### config.mk
export PLATFORM = sky130hd
export DESIGN_NAME = max_pool_unit
export DESIGN_NICKNAME = d
export VERILOG_FILES = /design/src/rtl/max_pool_unit.sv
export SDC_FILE = /design/constraint.sdc
export NUM_CORES = 1
export LEC_CHECK = 0
export CAP_MARGIN = 20
export CORE_MARGIN = 2
export CORE_UTILIZATION = 55
export CTS_BUF_LIST = sky130_fd_sc_hd__clkbuf_8 sky130_fd_sc_hd__clkbuf_16
export CTS_CLUSTER_SIZE = 20
export DETAILED_ROUTE_END_ITERATION = 10
export GPL_ROUTABILITY_DRIVEN = 1
export PLACE_DENSITY = 0.81
export SYNTH_ARGS = -nofsm -noshare
export SYNTH_HDL_FRONTEND = slang
export SYNTH_HIERARCHICAL = 1
export SYNTH_SLANG_ARGS = --single-unit
### constraint.sdc
create_clock -name clk -period 4.8 [get_ports clk]
set_input_delay 0.48 -clock clk [delete_from_list [all_inputs] [get_ports clk]]
set_output_delay 0.48 -clock clk [all_outputs]
set_load 0.005 [all_outputs]
### src/rtl/max_pool_unit.sv
// Streaming per-channel max/min pooling: POOL_SIZE accepted beats reduce to one
// output beat, with a one-deep output register under valid/ready backpressure.

module max_pool_lane #(
    parameter int FEATURE_WIDTH = 32
) (
    input  logic [FEATURE_WIDTH-1:0] acc,
    input  logic [FEATURE_WIDTH-1:0] din,
    input  logic                     min_mode,
    output logic [FEATURE_WIDTH-1:0] red
);
    logic take_din;

    // Equal values keep the accumulator, which is the same value anyway.
    always_comb begin
        take_din = min_mode ? ($signed(din) < $signed(acc)) : ($signed(din) > $signed(acc));
        red      = take_din ? din : acc;
    end
endmodule

module max_pool_unit #(
    parameter int FEATURE_WIDTH = 32,
    parameter int NUM_CH        = 4,
    parameter int POOL_SIZE     = 4
) (
    input  logic                            clk,
    input  logic                            rst_n,
    input  logic                            mode,
    input  logic                            clear,
    input  logic                            in_valid,
    output logic                            in_ready,
    input  logic [NUM_CH*FEATURE_WIDTH-1:0] in_data,
    output logic                            out_valid,
    input  logic                            out_ready,
    output logic [NUM_CH*FEATURE_WIDTH-1:0] out_data
);
    localparam int CNT_W = (POOL_SIZE > 1) ? $clog2(POOL_SIZE) : 1;
    localparam logic [CNT_W-1:0] LAST_CNT = CNT_W'(POOL_SIZE - 1);

    logic [NUM_CH-1:0][FEATURE_WIDTH-1:0] din, red;
    logic [NUM_CH-1:0][FEATURE_WIDTH-1:0] acc_q, acc_d;
    logic [NUM_CH-1:0][FEATURE_WIDTH-1:0] out_data_q, out_data_d;
    logic [CNT_W-1:0]                     cnt_q, cnt_d;
    logic                                 mode_q, mode_d;
    logic                                 out_valid_q, out_valid_d;
    logic                                 accept, first_beat, last_beat;

    assign din        = in_data;
    assign in_ready   = (!out_valid_q | out_ready) & !clear;
    assign accept     = in_valid & in_ready;
    assign first_beat = (cnt_q == '0);
    assign last_beat  = (cnt_q == LAST_CNT);
    assign out_valid  = out_valid_q;
    assign out_data   = out_data_q;

    for (genvar g = 0; g < NUM_CH; g++) begin : g_lane
        max_pool_lane #(.FEATURE_WIDTH(FEATURE_WIDTH)) u_lane (
            .acc      (acc_q[g]),
            .din      (din[g]),
            .min_mode (mode_q),
            .red      (red[g])
        );
    end

    always_comb begin
        acc_d       = acc_q;
        cnt_d       = cnt_q;
        mode_d      = mode_q;
        out_data_d  = out_data_q;
        out_valid_d = out_valid_q;
        if (out_valid_q && out_ready) out_valid_d = 1'b0;
        if (clear) begin
            cnt_d = '0;
            acc_d = '0;
        end else if (accept) begin
            if (first_beat) begin
                acc_d  = din;
                mode_d = mode;
            end else begin
                acc_d = red;
            end
            // A completing window overrides the consume-clear of out_valid above.
            if (last_beat) begin
                cnt_d       = '0;
                out_valid_d = 1'b1;
                out_data_d  = first_beat ? din : red;
            end else begin
                cnt_d = cnt_q + 1'b1;
            end
        end
    end

    always_ff @(posedge clk or negedge rst_n) begin
        if (!rst_n) begin
            acc_q       <= '0;
            cnt_q       <= '0;
            mode_q      <= 1'b0;
            out_data_q  <= '0;
            out_valid_q <= 1'b0;
        end else begin
            acc_q       <= acc_d;
            cnt_q       <= cnt_d;
            mode_q      <= mode_d;
            out_data_q  <= out_data_d;
            out_valid_q <= out_valid_d;
        end
    end
endmodule

=== Yosys cells after proc, flatten, opt, wreduce, memory -nomap -nowiden ===
Cells that the tools add are included.

* $add $sub $neg: 1
* Order comparisons: 8
* Equal/unequal tests: 1
* Multiplexer cells: 18
* Bitwise gates (word level): 4
* Reduce and logical (&&, ||, !) cells: 7

{| class="wikitable"
|+ Operator list
! cell !! number
|-
| $mux 128 || 3
|-
| $gt 32x32->1 || 4
|-
| $lt 32x32->1 || 4
|-
| $mux 32 || 4
|-
| $mux 1 || 8
|-
| $mux 2 || 3
|-
| $reduce_and 3->1 || 2
|-
| $add 2x1->2 const B || 1
|-
| $and 1x1->1 || 2
|-
| $eq 2x2->1 const B || 1
|-
| $logic_not 1->1 || 2
|-
| $logic_not 2->1 || 1
|-
| $reduce_bool 2->1 || 1
|-
| $logic_and 1x1->1 || 1
|-
| $not 1->1 || 1
|-
| $or 1x1->1 || 1
|}

* Register bits: 260
* Bits of input ports: 134
* Output and inout bits: 130
* Logic and storage cells: 50

=== Logic depth before layout (Yosys ltp) ===
* Word-level depth: 6
* Depth in mapped cells: 13
* Mapped depth without buffers: 12

=== Cells and area by module ===
Netlist, hierarchy kept.

{| class="wikitable"
|+ By module, submodules not included
! module !! times used !! cells an instance !! area each (µm²) !! seq. area each (µm²)
|-
| max_pool_unit || 1 || 1,024 || 11,746.3 || 6,506.2
|-
| max_pool_lane || 4 || 155 || 1,397.6 || 0.0
|}

=== Worst setup path before layout ===
OpenSTA, ideal clock, no wires.

* Kind: input to register
* From: in in_data[14]
* To: reg out_data_q (netlist bit out_data[4])
* Library setup time: 0.128 ns
* Arrival: 2.912 ns
* Required time: 4.672 ns
* Setup slack: 1.761 ns
* Stages: 9
* Path buffers: 1
* Path through: ha_1 nand4_2 or3_1 or4_4 nand3b_4 buf_12 mux2_4 mux2_2 mux2_1

{| class="wikitable"
|+ RTL lines
! item !! line !! source
|-
| start, declared || 32 || <nowiki>input logic [NUM_CH*FEATURE_WIDTH-1:0] in_data,</nowiki>
|-
| end signal, assigned || 104 || <nowiki>out_data_q <= out_data_d;</nowiki>
|-
| end, declared || 42 || <nowiki>logic [NUM_CH-1:0][FEATURE_WIDTH-1:0] out_data_q, out_data_d;</nowiki>
|}

==> impl_results.md <==
* Die height at 181.5 um
* Worst-Skew Late Latency at 560 ps
* Initial antenna violation count at 3
* DRT antenna net count at 0
* Dpl cells at 2199
* Mapped cell area at 0.01734 mm2
* Via count at 14022
* Gr ovfl total at 0
* Synthesized instance count at 1644
* Fin crit period at 3572 ps
* I/O Pins at 264
* Worst hold-check path type: flop to flop
* RSZ-0062 raised after global routing: false
* Initial drt markers at 792
* Multi-input logic area at 0.009651 mm2
* First-pass GRT wire length at 77060 um
* Root buffer cell: clkbuf_16
* Data required, critical path at 5190 ps
* Clock slew at reported path FFs at 70 ps
* Layout cells sized above 1 at 16.65%
* I/O Buffers at 263
* GRT Total Usage at 28.53%
* CP startpoint kind: flop
* Largest net degree at the start of global routing at 172
* Die width at 181.5 um
* Worst VDD drop at 0.2599 mV
* Arrival time of the worst setup path at 3960 ps
* Wire per inst at 20.85 um
* Part of the cycle the worst path needs at 74.41%
* Non-Filler Instances at 2261
* Post-CTS setup buffers at 0
* Vias per cell at 6.202
* Final #Nets at 2096
* Most frequent cells in the layout: clkdlybuf4s50_1 (261), dfrtp_1 (260), o21ai_0 (196)
* # setup viols final at 0
* Synth Warn # at 6
* Synth area leaders: dfrtp_1 (38%), mux2_4 (10%), ha_1 (9.4%)
* Row cnt at 65
* Clock Tree Buf Depth at 3
* Setup TNS Final at 0 ps
* CTS tree: built
* Max-slew headroom at 30.41%
* Synth top area share at 37.53%
* Fillers at 2280
* Number of synthesized register bits at 260
* CP endpoint kind: flop
* Most common cell after layout, fill and taps aside: clkdlybuf4s50_1
* # DRC at 0
* Die area at 0.03296 mm2
* Power Density at 385.5 mW/mm2
* Outcome: finished clean
* Synth area leader: dfrtp_1
* Placer Congestion at 0.8575
* Syn_nets at 1908
* Register area at 0.006506 mm2
* Routed WL at 47140 um
* Num Clock Sinks at 260
* Max Fanout on Critical Path at 32
* Maxcap violations at 0
* Syn_area_per_cell at 10.55 um2
* Worst Skew at 16.89 ps
* Number of distinct library cells after synthesis at 42
* Area grow syn2layout at 22.39%
* Final Hold Viols at 0
* DPL Wire Length at 29060 um
* Total iterations of the first detailed-routing run at 7
* Vias in the first global route at 14541
* Max Slew Vio Count at 0
* Pleak at 9.452 nW
* Crit Path Category: flop to flop
* Worst-Margin Slew at 1044 ps
* Initial Util at 55.37%
* Max Freq at 280.0 MHz
* Fraction of the yosys area taken by sequential cells at 37.53%
* CTS H-Tree Depth at 1
* Num CTS Buffers at 30
* Core Area at 0.03131 mm2
-- stage by stage --
stage | hold slack, ps | setup slack [ps] | total power [W] | instance area [um2] | util (%)
2_1_floorplan | 184.4 | 1761 | 0.004564 | 17340 | -
3_3_place_gp | 471.8 | 772.5 | 0.005354 | 19960 | 63.74
3_5_place_dp | 479.1 | 734.5 | 0.005432 | 19960 | 63.74
4_1_cts | 493.4 | 1252 | 0.008211 | 21160 | 67.59
5_1_grt | 524.0 | 1042 | 0.008575 | 21220 | 67.76
6_report | 492.4 | 1228 | 0.008179 | 21220 | 67.77
-- worst paths after layout --
path	startpoint	endpoint	slack (ps)	cells past startpoint
min in group asynchronous	rst_n	out_data[121]	500	2
min	out_data[31]	out_data[31]	490	1
max reg2reg	acc_q[31]	acc_q[22]	1230	12
min reg2reg	out_data[31]	out_data[31]	490	1
max	acc_q[31]	acc_q[22]	1230	12
max in group asynchronous	rst_n	out_data[41]	3090	3
-- power by group --
| group | internal [W] | switching (W) |
|---|---|---|
| Combinational | 0.00152 | 0.00118 |
| Clock | 0.00175 | 0.000996 |
| Sequential | 0.00251 | 0.000232 |
-- Yosys cell counts --
cell       count
and3_1         1
mux2_4       120
mux2i_1       97
nor3_1        22
nand4_2        8
o211ai_1     109
a21boi_0       4
mux2_1         2
buf_6          3
inv_2          2
dfrtp_1      260
o31ai_1       97
nor4_2         4
a31o_2         1
a41oi_1        4
xnor2_1        4
a211oi_1       8
clkbuf_1      80
inv_1        130
or3_1          5
buf_12        12
nand3_1       18
mux2_2        83
nor3_2         1
o21ai_1       19
a21oi_1       54
nand4_1       16
nand2_1       51
nand3b_4       4
a2111o_1       4
o21ai_0      196
nor2b_1       20
a2bb2oi_1      4
buf_4          2
nor2_1        25
or4_4          4
ha_1         130
o21bai_1       4
buf_2         23
buf_1          7
nand2b_1       2
o21a_1         4
-- sequential cells by signal, summed over array words and instances (netlist names) --
signal,count
mode_q,1
acc_q,128
out_valid,1
cnt_q,2
out_data,128
-- routing by layer --
| layer | vias up | track usage (%) | share of wire (%) |
|---|---|---|---|
| met5 | - | 0 | 0 |
| met4 | 0 | 9.919 | 3.4 |
| met3 | 101 | 4.352 | 5.9 |
| met2 | 474 | 47.69 | 47 |
| met1 | 7006 | 37.91 | 44 |
| li1 | 6441 | - | - |
-- what timing repair did --
action / in CTS / in global routing
gates resized for setup: 0 / 0
hold buffers: 1 / 0
endpoints found under the setup margin: 0 / 0
hold endpoints to repair: 74 / 0
-- logic make-up (layout without fill, tap and decap cells) --
family / count (synthesis) / in the layout / share of synthesized area (%)
fa+ha+maj: 130 / 130 / 9.382
xor+xnor: 4 / 4 / 0.2021
mux: 302 / 302 / 21.51
other cells: 0 / 3 / 0
compound gates: 508 / 508 / 18.27
simple gates: 181 / 181 / 6.034
flops: 260 / 260 / 37.53
buf+inv: 259 / 471 / 7.073
-- cell type report --
type                    instances  share of cell area, %
repair buffers                283                  13.47
flip-flops and latches        260                  30.66
well taps                     402                  2.370
clock buffers                  37                  4.045
inverters                     132                  2.353
multi-input cells            1125                  45.48
diodes                          3                0.03538
clock inverters                19                  1.586
-- critical path, cell delays in order (launching register included) --
cell and delay [ps]:
dfrtp_1 370, inv_1 50, ha_1 360, nand4_2 160, nor4_2 340, nand2_1 140, a41oi_1 220, nor3_1 80
nand3b_4 620, mux2_4 510, mux2_2 280, nor3_1 170, nor3_1 70
No activity file was read; power rests on OpenSTA's default activity.
==> edit (config.mk and constraints unchanged) <==
Register the input `mode` before use, without a reset. The logic sees it one clock later. The other inputs are not delayed to match.
--- a/src/rtl/max_pool_unit.sv
+++ b/src/rtl/max_pool_unit.sv
@@ -37,6 +37,12 @@
     localparam int CNT_W = (POOL_SIZE > 1) ? $clog2(POOL_SIZE) : 1;
     localparam logic [CNT_W-1:0] LAST_CNT = CNT_W'(POOL_SIZE - 1);
 
+    logic mode_r;
+
+    always_ff @(posedge clk) begin
+        mode_r <= mode;
+    end
+
     logic [NUM_CH-1:0][FEATURE_WIDTH-1:0] din, red;
     logic [NUM_CH-1:0][FEATURE_WIDTH-1:0] acc_q, acc_d;
     logic [NUM_CH-1:0][FEATURE_WIDTH-1:0] out_data_q, out_data_d;
@@ -75,7 +81,7 @@
         end else if (accept) begin
             if (first_beat) begin
                 acc_d  = din;
-                mode_d = mode;
+                mode_d = mode_r;
             end else begin
                 acc_d = red;
             end
Check against the original RTL: no difference found for any inputs over 4 cycles, from zero or initial values and one cycle with rst_n low; that may be too few to reach the edited logic, so the function may still have changed.
==> edit against the unedited design <==
Sequential cell count is 1 higher. Clock power down 12%. Sequential share of layout area increased by 0.36 points. Wire length increased by 0.63%. Die area is 0.12% higher. Area after synthesis grew 0.12%. Power fell by 4.1%. Final area decreased by 0.85%. Worst setup slack lost 0.031 ns.
==> edit: results (changes against the unedited design) <==
first-pass GRT wire length=77.5 mm (was 77.1 mm); register area share after synthesis=0.376 (was 0.375); LEAKAGE=9.40 nW (was 9.45 nW); Net Sw Frac=0.298 (was 0.294); Yosys cell types=43 (was 42); ranking of synthesized cells by area=dfrtp_1 37%, mux2_4 10%, ha_1 9.4% (was dfrtp_1 38%, mux2_4 10%, ha_1 9.4%); worst flop-to-flop path endpoint=acc_q[21] (was acc_q[22]); Fillers=2,356 (was 2,280); Post-Route WL=47.4 mm (was 47.1 mm); total design power=7.84 mW (was 8.18 mW); Syn Nets=1,909 (was 1,908); vias in the first global route=14,685 (was 14,541); Synth Area in XOR/XNOR=0.00202 (about the same); biggest cell delay along the critical path=0.64 ns (was 0.62 ns); Initial DRC Count=813 (was 792); RePlAce Congestion=0.871 (was 0.858); Total Routing Usage GR=0.288 (was 0.285); Clock power frac=0.306 (was 0.336); Critical-path top delay cell=nand3b_4 (unchanged); Clock Skew=0.0114 ns (was 0.0169 ns); Critical Path AT=4.00 ns (was 3.96 ns); layout cells sized above 1=0.160 (was 0.166); largest net degree at the start of global routing=122 (was 172); worst-case vdd ir drop=0.000300 V (was 0.000260 V); Post-Synth Adder-Cell Area=0.0937 (was 0.0938); total number of vias=14,034 (was 14,022); worst slew pin tran=1.11 ns (was 1.04 ns); Hold Crit Class=in -> async (was reg -> reg); dpl ws=0.682 ns (was 0.734 ns); initial antenna violation count=4 (was 3); drt pass-1 iters=5 (was 7); FFs w/ async S/R, synth=0.996 (was 1.00); worst setup path end=acc_q[21] (was acc_q[22]); post-DP HPWL=29.8 mm (was 29.1 mm); setup ws final=1.20 ns (was 1.23 ns); CTS max path bufs=3 (unchanged); outcome=complete, no violations (unchanged); mux share of post-synthesis cell area=0.215 (about the same); TritonCTS Buffers=29 (was 30); Hold Slack=0.0346 ns (was 0.492 ns); Reg clk slew, reported paths=0.06 ns; Final nets=2,094 (was 2,096); post-synthesis compound-gate area fraction=0.182 (was 0.183)
## edit: area by class of cell
cell class | instances | area share
multi-input combinational | 1125 | 0.459
sequential | 261 | 0.310
timing repair buffer | 281 | 0.134
clock buffer | 37 | 0.0397
tap | 402 | 0.0239
inverter | 132 | 0.0237
clock inverter | 14 | 0.00898
antenna | 3 | 0.000357
## edit: cells by family after synthesis
logic type                 count (synthesis)
xor gates and xnor gates                   4
buffers and inverters                    259
DFF                                      261
and+or+nand+nor                          181
AOI/OAI and AO/OA                        508
muxes                                    302
adders and majority gates                130
## edit: per-layer routing
metal	wire length, um	vias up	track usage	share of wire
met5	13	-	0	0.00027
met2	22800	490	0.488	0.48
met4	1480	2	0.101	0.031
met3	3140	103	0.0483	0.066
li1	-	6433	-	-
met1	20000	7006	0.373	0.42
## edit: metrics by stage
step / area (um2) / cells
floorplan: 17400 / 1645
global placement: 20000 / 2200
detailed placement: 20000 / 2200
CTS: 21000 / 2251
global route: 21000 / 2254
finish: 21000 / 2255
